===== config.mk =====
export PLATFORM = sky130hd
export DESIGN_NAME = l2_set_ctrl_flat
export DESIGN_NICKNAME = d
export VERILOG_FILES = /design/src/rtl/l2_set_ctrl_if.sv /design/src/rtl/l2_set_ctrl.sv /design/src/flat_wrapper.sv
export SDC_FILE = /design/constraint.sdc
export NUM_CORES = 1
export LEC_CHECK = 0
export CAP_MARGIN = 20
export CORE_AREA = 2 2 185 187
export CTS_CLUSTER_DIAMETER = 50
export CTS_CLUSTER_SIZE = 28
export DETAILED_ROUTE_END_ITERATION = 8
export DIE_AREA = 0 0 187 189
export DONT_BUFFER_PORTS = 1
export GPL_TIMING_DRIVEN = 0
export HOLD_SLACK_MARGIN = 0.15
export PLACE_DENSITY = 0.65
export SYNTH_ARGS = -nofsm -noshare
export SYNTH_HDL_FRONTEND = slang
export SYNTH_SLANG_ARGS = --single-unit

===== constraint.sdc =====
create_clock -name clk -period 8.5 [get_ports clk]
set_input_delay 2.125 -clock clk [delete_from_list [all_inputs] [get_ports clk]]
set_output_delay 2.125 -clock clk [all_outputs]
set_load 0.01 [all_outputs]

===== src/rtl/l2_set_ctrl_if.sv =====
// Request, set-storage, bus and snoop-response signals of the L2 set controller.
// The slave modport is the controller; the master side is the surrounding cache/bus.
interface l2_set_ctrl_if #(
    parameter int ASSOC = 8,
    parameter int TAG_W = 12,
    parameter int IDX_W = 14,
    parameter int LRU_W = $clog2(ASSOC)
);
    localparam int SET_W = ASSOC * (TAG_W + 2 + LRU_W);

    logic             req_valid;
    logic             req_ready;
    logic [1:0]       req_op;
    logic [TAG_W-1:0] req_tag;
    logic [IDX_W-1:0] req_index;

    logic             set_rd_en;
    logic [IDX_W-1:0] set_rd_index;
    logic [SET_W-1:0] set_rd_data;
    logic             set_wr_en;
    logic [IDX_W-1:0] set_wr_index;
    logic [SET_W-1:0] set_wr_data;

    logic             bus_valid;
    logic [2:0]       bus_op;
    logic [TAG_W-1:0] bus_tag;
    logic [IDX_W-1:0] bus_index;
    logic             bus_done;
    logic [1:0]       bus_snoop;

    logic             snp_resp_valid;
    logic [1:0]       snp_resp;
    logic             done;
    logic             hit;

    modport slave (
        input  req_valid, req_op, req_tag, req_index, set_rd_data, bus_done, bus_snoop,
        output req_ready, set_rd_en, set_rd_index, set_wr_en, set_wr_index, set_wr_data,
               bus_valid, bus_op, bus_tag, bus_index, snp_resp_valid, snp_resp, done, hit
    );

    modport master (
        output req_valid, req_op, req_tag, req_index, set_rd_data, bus_done, bus_snoop,
        input  req_ready, set_rd_en, set_rd_index, set_wr_en, set_wr_index, set_wr_data,
               bus_valid, bus_op, bus_tag, bus_index, snp_resp_valid, snp_resp, done, hit
    );
endinterface


===== src/rtl/l2_set_ctrl.sv =====
// L2 set control stage: reads one set, does tag compare / victim choice, runs bus ops,
// applies MESI and true-LRU (ru_num) updates and writes the set back. One request at a time.
module l2_set_ctrl #(
    parameter int ASSOC = 8,
    parameter int TAG_W = 12,
    parameter int IDX_W = 14,
    parameter int LRU_W = $clog2(ASSOC)
) (
    input logic        clk,
    input logic        rst,
    l2_set_ctrl_if.slave io
);
    localparam int EW = TAG_W + 2 + LRU_W;

    localparam logic [1:0] M_INV  = 2'd0;
    localparam logic [1:0] M_MOD  = 2'd1;
    localparam logic [1:0] M_EXCL = 2'd2;
    localparam logic [1:0] M_SHRD = 2'd3;

    localparam logic [2:0] B_READ  = 3'd1;
    localparam logic [2:0] B_WRITE = 3'd2;
    localparam logic [2:0] B_INVAL = 3'd3;
    localparam logic [2:0] B_RWIM  = 3'd4;

    localparam logic [1:0] SN_NOTHIT = 2'd0;
    localparam logic [1:0] SN_HIT    = 2'd1;
    localparam logic [1:0] SN_HITM   = 2'd2;

    localparam logic [LRU_W-1:0] RU_MAX = LRU_W'(ASSOC - 1);

    typedef enum logic [2:0] {S_IDLE, S_RD, S_CMP, S_WB, S_BUSOP, S_UPD} state_t;

    state_t state, state_nx;

    logic [1:0]       op_q;
    logic [TAG_W-1:0] tag_q;
    logic [IDX_W-1:0] idx_q;

    logic [ASSOC-1:0][TAG_W-1:0] rd_tag, set_tag_q, wr_tag;
    logic [ASSOC-1:0][1:0]       rd_mesi, set_mesi_q, wr_mesi;
    logic [ASSOC-1:0][LRU_W-1:0] rd_ru, set_ru_q, wr_ru;
    logic [ASSOC-1:0]            way_match;

    logic             hit_c, inv_found;
    logic [LRU_W-1:0] hit_way_c, inv_way_c, lru_way_c, vic_way_c;
    logic             hit_q;
    logic [LRU_W-1:0] way_q;
    logic [1:0]       snoop_q;

    logic             bus_ld;
    logic [2:0]       bus_op_q, bus_op_d;
    logic [TAG_W-1:0] bus_tag_q, bus_tag_d;
    logic             snp_vld_c;
    logic [1:0]       snp_c;

    // Per-way unpack of the read set, tag compare, and repack of the updated set.
    for (genvar w = 0; w < ASSOC; w++) begin : g_way
        assign {rd_tag[w], rd_mesi[w], rd_ru[w]} = io.set_rd_data[w*EW +: EW];
        assign way_match[w] = (rd_mesi[w] != M_INV) && (rd_tag[w] == tag_q);
        assign io.set_wr_data[w*EW +: EW] = io.set_wr_en ? {wr_tag[w], wr_mesi[w], wr_ru[w]} : '0;
    end

    // Descending scans so the lowest matching way wins.
    always_comb begin
        hit_c     = 1'b0;
        hit_way_c = '0;
        inv_found = 1'b0;
        inv_way_c = '0;
        lru_way_c = '0;
        for (int w = ASSOC - 1; w >= 0; w--) begin
            if (way_match[w]) begin
                hit_c     = 1'b1;
                hit_way_c = LRU_W'(w);
            end
            if (rd_mesi[w] == M_INV) begin
                inv_found = 1'b1;
                inv_way_c = LRU_W'(w);
            end
            if (rd_ru[w] == RU_MAX) lru_way_c = LRU_W'(w);
        end
        vic_way_c = inv_found ? inv_way_c : lru_way_c;
    end

    always_ff @(posedge clk or posedge rst) begin
        if (rst) state <= S_IDLE;
        else     state <= state_nx;
    end

    always_comb begin
        state_nx  = state;
        bus_ld    = 1'b0;
        bus_op_d  = bus_op_q;
        bus_tag_d = bus_tag_q;
        snp_vld_c = 1'b0;
        snp_c     = SN_NOTHIT;
        case (state)
            S_IDLE: if (io.req_valid) state_nx = S_RD;
            S_RD:   state_nx = S_CMP;
            S_CMP: begin
                state_nx = S_UPD;
                if (op_q[1]) begin
                    snp_vld_c = 1'b1;
                    if (hit_c && rd_mesi[hit_way_c] == M_MOD) begin
                        snp_c     = SN_HITM;
                        state_nx  = S_WB;
                        bus_ld    = 1'b1;
                        bus_op_d  = B_WRITE;
                        bus_tag_d = tag_q;
                    end else begin
                        snp_c = hit_c ? SN_HIT : SN_NOTHIT;
                    end
                end else if (hit_c) begin
                    if (op_q[0] && rd_mesi[hit_way_c] == M_SHRD) begin
                        state_nx  = S_BUSOP;
                        bus_ld    = 1'b1;
                        bus_op_d  = B_INVAL;
                        bus_tag_d = tag_q;
                    end
                end else if (rd_mesi[vic_way_c] == M_MOD) begin
                    // Dirty victim goes out under its own tag before the fill.
                    state_nx  = S_WB;
                    bus_ld    = 1'b1;
                    bus_op_d  = B_WRITE;
                    bus_tag_d = rd_tag[vic_way_c];
                end else begin
                    state_nx  = S_BUSOP;
                    bus_ld    = 1'b1;
                    bus_op_d  = op_q[0] ? B_RWIM : B_READ;
                    bus_tag_d = tag_q;
                end
            end
            S_WB: begin
                if (io.bus_done) begin
                    if (op_q[1]) begin
                        state_nx = S_UPD;
                    end else begin
                        state_nx  = S_BUSOP;
                        bus_ld    = 1'b1;
                        bus_op_d  = op_q[0] ? B_RWIM : B_READ;
                        bus_tag_d = tag_q;
                    end
                end
            end
            S_BUSOP: if (io.bus_done) state_nx = S_UPD;
            S_UPD:   state_nx = S_IDLE;
            default: state_nx = S_IDLE;
        endcase
    end

    always_ff @(posedge clk or posedge rst) begin
        if (rst) begin
            op_q       <= '0;
            tag_q      <= '0;
            idx_q      <= '0;
            set_tag_q  <= '0;
            set_mesi_q <= '0;
            set_ru_q   <= '0;
            hit_q      <= 1'b0;
            way_q      <= '0;
            snoop_q    <= '0;
            bus_op_q   <= '0;
            bus_tag_q  <= '0;
        end else begin
            if (state == S_IDLE && io.req_valid) begin
                op_q  <= io.req_op;
                tag_q <= io.req_tag;
                idx_q <= io.req_index;
            end
            if (state == S_CMP) begin
                set_tag_q  <= rd_tag;
                set_mesi_q <= rd_mesi;
                set_ru_q   <= rd_ru;
                hit_q      <= hit_c;
                way_q      <= hit_c ? hit_way_c : vic_way_c;
            end
            if (bus_ld) begin
                bus_op_q  <= bus_op_d;
                bus_tag_q <= bus_tag_d;
            end
            if (state == S_BUSOP && io.bus_done) snoop_q <= io.bus_snoop;
        end
    end

    // Write-back image: MESI per op, fill tag on proc miss, ru_num aging on proc only.
    always_comb begin
        wr_tag  = set_tag_q;
        wr_mesi = set_mesi_q;
        wr_ru   = set_ru_q;
        if (op_q[1]) begin
            if (hit_q) wr_mesi[way_q] = op_q[0] ? M_INV : M_SHRD;
        end else begin
            if (!hit_q) wr_tag[way_q] = tag_q;
            if (op_q[0])
                wr_mesi[way_q] = M_MOD;
            else if (!hit_q)
                wr_mesi[way_q] = (snoop_q == SN_HIT || snoop_q == SN_HITM) ? M_SHRD : M_EXCL;
            for (int w = 0; w < ASSOC; w++) begin
                if (LRU_W'(w) == way_q)
                    wr_ru[w] = '0;
                else if (set_ru_q[w] < set_ru_q[way_q])
                    wr_ru[w] = set_ru_q[w] + LRU_W'(1);
            end
        end
    end

    assign io.req_ready      = (state == S_IDLE);
    assign io.set_rd_en      = (state == S_RD);
    assign io.set_rd_index   = idx_q;
    assign io.set_wr_en      = (state == S_UPD);
    assign io.set_wr_index   = idx_q;
    assign io.bus_valid      = (state == S_WB) || (state == S_BUSOP);
    assign io.bus_op         = bus_op_q;
    assign io.bus_tag        = bus_tag_q;
    assign io.bus_index      = idx_q;
    assign io.snp_resp_valid = snp_vld_c;
    assign io.snp_resp       = snp_c;
    assign io.done           = (state == S_UPD);
    assign io.hit            = (state == S_UPD) && hit_q;

endmodule


===== src/flat_wrapper.sv =====
// flat-port wrapper written by rule: the top's interface ports become plain ports
module l2_set_ctrl_flat 
#(
    parameter int ASSOC = 8,
    parameter int TAG_W = 12,
    parameter int IDX_W = 14,
    parameter int LRU_W = $clog2(ASSOC)
)
  (clk, rst, io_req_valid, io_req_op, io_req_tag, io_req_index, io_set_rd_data, io_bus_done, io_bus_snoop, io_req_ready, io_set_rd_en, io_set_rd_index, io_set_wr_en, io_set_wr_index, io_set_wr_data, io_bus_valid, io_bus_op, io_bus_tag, io_bus_index, io_snp_resp_valid, io_snp_resp, io_done, io_hit);
  l2_set_ctrl_if #(.ASSOC(ASSOC), .TAG_W(TAG_W), .IDX_W(IDX_W), .LRU_W(LRU_W)) io_i ();
  input logic clk;
  input logic rst;
  input wire logic [$bits(io_i.req_valid)-1:0] io_req_valid;
  input wire logic [$bits(io_i.req_op)-1:0] io_req_op;
  input wire logic [$bits(io_i.req_tag)-1:0] io_req_tag;
  input wire logic [$bits(io_i.req_index)-1:0] io_req_index;
  input wire logic [$bits(io_i.set_rd_data)-1:0] io_set_rd_data;
  input wire logic [$bits(io_i.bus_done)-1:0] io_bus_done;
  input wire logic [$bits(io_i.bus_snoop)-1:0] io_bus_snoop;
  output wire logic [$bits(io_i.req_ready)-1:0] io_req_ready;
  output wire logic [$bits(io_i.set_rd_en)-1:0] io_set_rd_en;
  output wire logic [$bits(io_i.set_rd_index)-1:0] io_set_rd_index;
  output wire logic [$bits(io_i.set_wr_en)-1:0] io_set_wr_en;
  output wire logic [$bits(io_i.set_wr_index)-1:0] io_set_wr_index;
  output wire logic [$bits(io_i.set_wr_data)-1:0] io_set_wr_data;
  output wire logic [$bits(io_i.bus_valid)-1:0] io_bus_valid;
  output wire logic [$bits(io_i.bus_op)-1:0] io_bus_op;
  output wire logic [$bits(io_i.bus_tag)-1:0] io_bus_tag;
  output wire logic [$bits(io_i.bus_index)-1:0] io_bus_index;
  output wire logic [$bits(io_i.snp_resp_valid)-1:0] io_snp_resp_valid;
  output wire logic [$bits(io_i.snp_resp)-1:0] io_snp_resp;
  output wire logic [$bits(io_i.done)-1:0] io_done;
  output wire logic [$bits(io_i.hit)-1:0] io_hit;
  assign io_i.req_valid = io_req_valid;
  assign io_i.req_op = io_req_op;
  assign io_i.req_tag = io_req_tag;
  assign io_i.req_index = io_req_index;
  assign io_i.set_rd_data = io_set_rd_data;
  assign io_i.bus_done = io_bus_done;
  assign io_i.bus_snoop = io_bus_snoop;
  assign io_req_ready = io_i.req_ready;
  assign io_set_rd_en = io_i.set_rd_en;
  assign io_set_rd_index = io_i.set_rd_index;
  assign io_set_wr_en = io_i.set_wr_en;
  assign io_set_wr_index = io_i.set_wr_index;
  assign io_set_wr_data = io_i.set_wr_data;
  assign io_bus_valid = io_i.bus_valid;
  assign io_bus_op = io_i.bus_op;
  assign io_bus_tag = io_i.bus_tag;
  assign io_bus_index = io_i.bus_index;
  assign io_snp_resp_valid = io_i.snp_resp_valid;
  assign io_snp_resp = io_i.snp_resp;
  assign io_done = io_i.done;
  assign io_hit = io_i.hit;
  l2_set_ctrl #(.ASSOC(ASSOC), .TAG_W(TAG_W), .IDX_W(IDX_W), .LRU_W(LRU_W)) u_core (.clk(clk), .rst(rst), .io(io_i));
endmodule

# ---- After elaboration in Yosys (flattened, before gate mapping)
# Cells that the tools add are included.
dict set report word_totals {
  out_inout_bits 202
  in_bits 170
  word_cells 262
  ff_bits 188
}
dict set report classes {
  mux 130
  bitwise_logic 3
  n_reduce_logical 37
  order_cmp 12
  addsub 8
  n_eq_ne 39
}
# op count
set op_table {}
lappend op_table {{$mux 96} 2}
lappend op_table {{$mux 3} 58}
lappend op_table {{$mux 17} 8}
lappend op_table {{$mux 12} 9}
lappend op_table {{$bwmux 96} 1}
lappend op_table {{$eq 12x12->1} 8}
lappend op_table {{$mux 16} 4}
lappend op_table {{$bmux 12 s3} 1}
lappend op_table {{$demux 12 s3} 1}
lappend op_table {{$bwmux 16} 2}
lappend op_table {{$eq 3x3->1 const B} 10}
lappend op_table {{$mux 1} 28}
lappend op_table {{$add 3x1->3 const B} 8}
lappend op_table {{$lt 3x3->1} 8}
lappend op_table {{$mux 24} 1}
lappend op_table {{$pmux 12 s2} 1}
lappend op_table {{$reduce_bool 2->1} 9}
lappend op_table {{$logic_not 2->1} 8}
lappend op_table {{$pmux 3 s5} 1}
lappend op_table {{$logic_and 1x1->1} 14}
lappend op_table {{$mux 2} 7}
lappend op_table {{$bmux 2 s3} 2}
lappend op_table {{$eq 3x3->1 const A} 4}
lappend op_table {{$lt 3x4->1 const B} 3}
lappend op_table {{other kinds (21)} 31}

# ---- Depth between registers and ports, before layout
dict set report depth {
  word_depth 19
  mapped_depth 15
  mapped_depth_nobuf 12
}

# ---- Least setup slack after synthesis
# OpenSTA, ideal clock, no wires.
dict set report synth_timing {
  kind {in2out}
  from {input port io_set_rd_data[128]}
  to {output port io_snp_resp[0]}
  setup_slack_ps 1535
  n_path_buf 0
  stages 10
  t_arrival_ps 4840
  required_time_ps 6375
  cell_sequence {xor2_1 nor4_1 nand4_1 or4_2 a21oi_2 o211a_4 mux4_2 mux2_4 nor2b_1 nor3_1}
}
dict set report synth_between {
  elab_chain_cells 17
  word_cells_on_any_way 26
  classes_between {eq/ne (2); mux (22); reduce/logical (2)}
}
# element line_no
set synth_lines {}
lappend synth_lines {{start: declaration} flat_wrapper.sv:17} ;# input wire logic [$bits(io_i.set_rd_data)-1:0] io_set_rd_data;
lappend synth_lines {{$eq 12x12->1 (*)} l2_set_ctrl.sv:59} ;# assign way_match[w] = (rd_mesi[w] != M_INV) && (rd_tag[w] == tag_q);
lappend synth_lines {{$logic_and 1x1->1 (*)} l2_set_ctrl.sv:59}
lappend synth_lines {{$mux 3 (8 in series)} l2_set_ctrl.sv:71} ;# if (way_match[w]) begin
lappend synth_lines {{$bmux 2 s3} l2_set_ctrl.sv:103} ;# if (hit_c && rd_mesi[hit_way_c] == M_MOD) begin
lappend synth_lines {{$mux 2 (implied by the code)} l2_set_ctrl.sv:103}
lappend synth_lines {{$eq 2x1->1} l2_set_ctrl.sv:103}
lappend synth_lines {{$logic_and 1x1->1} l2_set_ctrl.sv:103}
lappend synth_lines {{$mux 2 (*)} l2_set_ctrl.sv:103}
lappend synth_lines {{$mux 2 (*)} l2_set_ctrl.sv:101} ;# if (op_q[1]) begin
lappend synth_lines {{$mux 2 (*)} l2_set_ctrl.sv:96} ;# case (state)
lappend synth_lines {{end: declaration} flat_wrapper.sv:31} ;# output wire logic [$bits(io_i.snp_resp)-1:0] io_snp_resp;
# Mark *: on every way between the ends. The rest lies on a longest branch, timed or not. The select of a mux whose other input is x is not followed.

# ---- Worst setup path after layout
dict set report layout_timing {
  from {input port io_set_rd_data[117]}
  to {output port io_snp_resp[0]}
}
dict set report layout_between {
  elab_chain_cells 16
  word_cells_on_any_way 24
  classes_between {eq/ne (2); mux (20); reduce/logical (2)}
}
# element line_no
set layout_lines {}
lappend layout_lines {{$eq 12x12->1 (*)} l2_set_ctrl.sv:59}
lappend layout_lines {{$logic_and 1x1->1 (*)} l2_set_ctrl.sv:59}
lappend layout_lines {{$mux 3 (7 in series)} l2_set_ctrl.sv:71}
lappend layout_lines {{$bmux 2 s3} l2_set_ctrl.sv:103}
lappend layout_lines {{$mux 2 (implied by the code)} l2_set_ctrl.sv:103}
lappend layout_lines {{$eq 2x1->1} l2_set_ctrl.sv:103}
lappend layout_lines {{$logic_and 1x1->1} l2_set_ctrl.sv:103}
lappend layout_lines {{$mux 2 (*)} l2_set_ctrl.sv:103}
lappend layout_lines {{$mux 2 (*)} l2_set_ctrl.sv:101}
lappend layout_lines {{$mux 2 (*)} l2_set_ctrl.sv:96}
# Marked as above.

==> impl_results.md <==
- Mean post-synth cell area: 7.82 sq um
- Row cnt: 67
- Nets@finish: 1899
- Leak: 6.62 nW
- Die area: 35300 sq um
- Hold Crit Class: register to register
- CTS tree: done
- Final Slew Violations: 0
- # IOs: 372
- Sequential element share of the synthesized area: 35.7%
- GPL Wtd Cong: 0.989
- Half-perimeter wire length after placement: 42400 um
- Post-route insts no fill: 2167
- Critical Path RT: 6.38 ns
- Critical Path Source Type: primary input
- # fillers: 3439
- Slew margin rel.: 25.4%
- Vias in the first global route: 11900
- Post-Place Worst Slack: 1.04 ns
- Crit-path max cell delay: 0.57 ns
- Clock latency at the later pin of the worst-skew pair: 0.46 ns
- DIE WIDTH: 187 um
- Hold Violations, Final: 0
- RSZ-0062 raised after global routing: false
- Final setup margin: 1.03 ns
- Run status: completed
- Final setup vio count: 0
- Initial antenna violation count: 0
- Crit path max-delay cell type: or4_1
- Synth Cell Area: 13200 sq um
- Starting density of the core: 39.6%
- Crit path kind: primary input to primary output
- Crit path max-delay family: simple AND/OR/NAND/NOR gates
- I/O Buffers: 0
- Synth cell count leaders: 621 x nand2_1, 188 x dfrtp_1, 131 x a21oi_1
- Syn Nets: 1878
- Maxcap violations: 0
- Worst-path clk slew: 0.07 ns
- Worst path bufs/invs: 0
- Area share of the leading cell type in the synthesized netlist: 35.7%
- Dominant synthesized flop cell: dfrtp_1
- Syn Inst Count: 1684
- FMAX: 134 MHz
- Cell taking the most area after synthesis: dfrtp_1
- Setup Buffers After CTS: 0
- Area Overhead vs Synth: 9.67%
- Antenna-violating nets left: 0
- Max Fanout on Critical Path: 5
- CP cell instances: xor2_1, nor4_1, nand4_1, or4_1, a21oi_2, o211a_4, mux4_2, mux2_4, nor2b_1, nor3_1
- Via count: 12500
- Clock sinks: 188
- Tcrit/Tclk final: 87.9%
- #FFs+latches synth: 188
- Power Density: 395 nW/um^2
- First-pass GRT wire length: 79200 um
- Vias per Instance: 5.76
- Synth top area cells: dfrtp_1 36%, nand2_1 18%, mux2i_1 8.1%
- Synth Warn #: 0
- CTS Hold Buffers Added: 0
- Most common cell in the netlist: nand2_1
- Worst VDD drop: 197 uV
- H-tree depth: 4
- Core area: 33300 sq um
- Synth cell types: 61
- GR Overflow Total: 0
- Layout cells sized above 1: 7.74%
- CTS max path bufs: 2
- Routed WL: 54600 um
- Global Route Usage Sum: 30.4%
- Synth async-reset ratio: 100%
- Skew final: 0.00904 ns
- Number of remaining DRC errors: 0
- Worst Path Arrival: 5.35 ns
- Wirelength per Cell: 25.2 um
- CTS resizes: 0
- Root Driver: clkbuf_16
- Crit end category: primary output
- Period minus WS final: 7.47 ns
- Largest net degree at the start of global routing: 121
- Cts bufs inserted: 17
- DRT iter0 DRCs: 1519
- Worst slew pin tran: 1.12 ns
- Drt pass-1 iters: 6
- Die H: 189 um
- Post-synth EDFFs: 0
- Placed cells: 2134
- Tot Pwr: 0.00571 W
-- power by group --
group / internal, W / switching, W / total [W]
Combinational: 0.00112 / 0.00196 / 0.00307
Clock: 0.000542 / 0.000386 / 0.000928
Sequential: 0.00134 / 0.000368 / 0.00171
-- area by class of cell --
cell class	count	area (sq um)	area share (%)
multi-input cells	1331	7700	53.3
clock buffers	20	457	3.16
repair buffers	2	38.8	0.269
clock inverters	12	208	1.44
plain buffers	149	707	4.89
flip-flops and latches	188	4700	32.6
inverters	16	67.6	0.468
diodes	1	2.50	0.0173
well taps	448	561	3.88
-- tightest hold or removal path, cell delays in order (launching register included) --
cell	delay (ns)
dfrtp_1	0.34
nand2_1	0.05
nand2_1	0.05
-- cells in the final DEF (no fill, tap or decap), types with 8 or more instances in the layout --
cell,synthesis,layout
ha_1,24,24
nand2_1,621,621
nor3_1,18,18
xor2_1,53,53
clkbuf_16,0,17
inv_1,16,15
mux2_4,10,10
nor4_1,13,13
clkbuf_1,102,103
nand2b_1,8,8
mux2_2,35,35
mux2i_1,106,106
a211oi_1,8,8
nand4_1,16,16
nor2b_1,10,10
mux4_2,8,8
buf_4,30,30
xnor2_1,59,59
o22ai_1,11,11
and3_1,11,11
a21oi_1,131,131
dfrtp_1,188,188
o21ai_0,36,36
buf_1,11,11
nand3_1,9,9
nor2_1,77,77
-- metal layers --
metal / track usage, % / wire length, um / vias to the layer above
met1: 37.4 / 20400 / 5965
met2: 48.6 / 25100 / 789
met3: 10.0 / 6730 / 129
met4: 13.8 / 2380 / 0
li1: - / - / 5599
met5: 0 / 0 / -
-- flip-flops by register name, summed over array words and instances, names as in the netlist, 2 cells and up --
register,cells
u_core.way_q,3
u_core.snoop_q,2
u_core.op_q,2
u_core.tag_q,12
u_core.set_mesi_q,16
u_core.io.bus_index,14
u_core.state,3
u_core.set_tag_q,96
u_core.set_ru_q,24
u_core.io.bus_tag,12
u_core.io.bus_op,3
-- worst paths after layout --
check                                                 start                                 end  slack, ns  cells past startpoint
max                                     io_set_rd_data[117]                      io_snp_resp[0]       1.03                     10
min                        u_core.set_tag_q[67]$_DFFE_PP0P_    u_core.set_tag_q[67]$_DFFE_PP0P_       0.48                      2
max reg2reg                     u_core.tag_q[4]$_DFFE_PP0P_    u_core.io.bus_tag[1]$_DFFE_PP0P_       3.48                     15
min reg2reg                u_core.set_tag_q[67]$_DFFE_PP0P_    u_core.set_tag_q[67]$_DFFE_PP0P_       0.48                      2
max in group asynchronous                               rst    u_core.set_tag_q[55]$_DFFE_PP0P_       5.89                      2
min in group asynchronous                               rst  u_core.io.bus_index[7]$_DFFE_PP0P_       1.55                      1
-- per-stage QoR --
step / TNS, ns / util [%] / hold WS [ns] / cell area, sq um
6_report: 0 / 43.4 / 0.476 / 14400
5_1_grt: 0 / 43.4 / 0.495 / 14400
3_3_place_gp: -221.44 / 41.3 / 0.457 / 13700
2_1_floorplan: 0 / - / 0.446 / 13200
3_5_place_dp: 0 / 41.4 / 0.462 / 13800
4_1_cts: 0 / 43.4 / 0.480 / 14400
-- cell families (layout without fill, tap and decap cells) --
| logic type | Yosys count | count (layout) | share of synthesized area, % |
|---|---|---|---|
| compound gates | 224 | 224 | 9.80 |
| xor+xnor | 112 | 112 | 7.45 |
| fa+ha+maj | 24 | 24 | 2.28 |
| buf+inv | 165 | 199 | 5.82 |
| flops | 188 | 188 | 35.7 |
| mux | 159 | 159 | 13.6 |
| other cells | 0 | 1 | 0 |
| simple gates | 812 | 812 | 25.4 |
No activity file was read; power rests on OpenSTA's default activity.
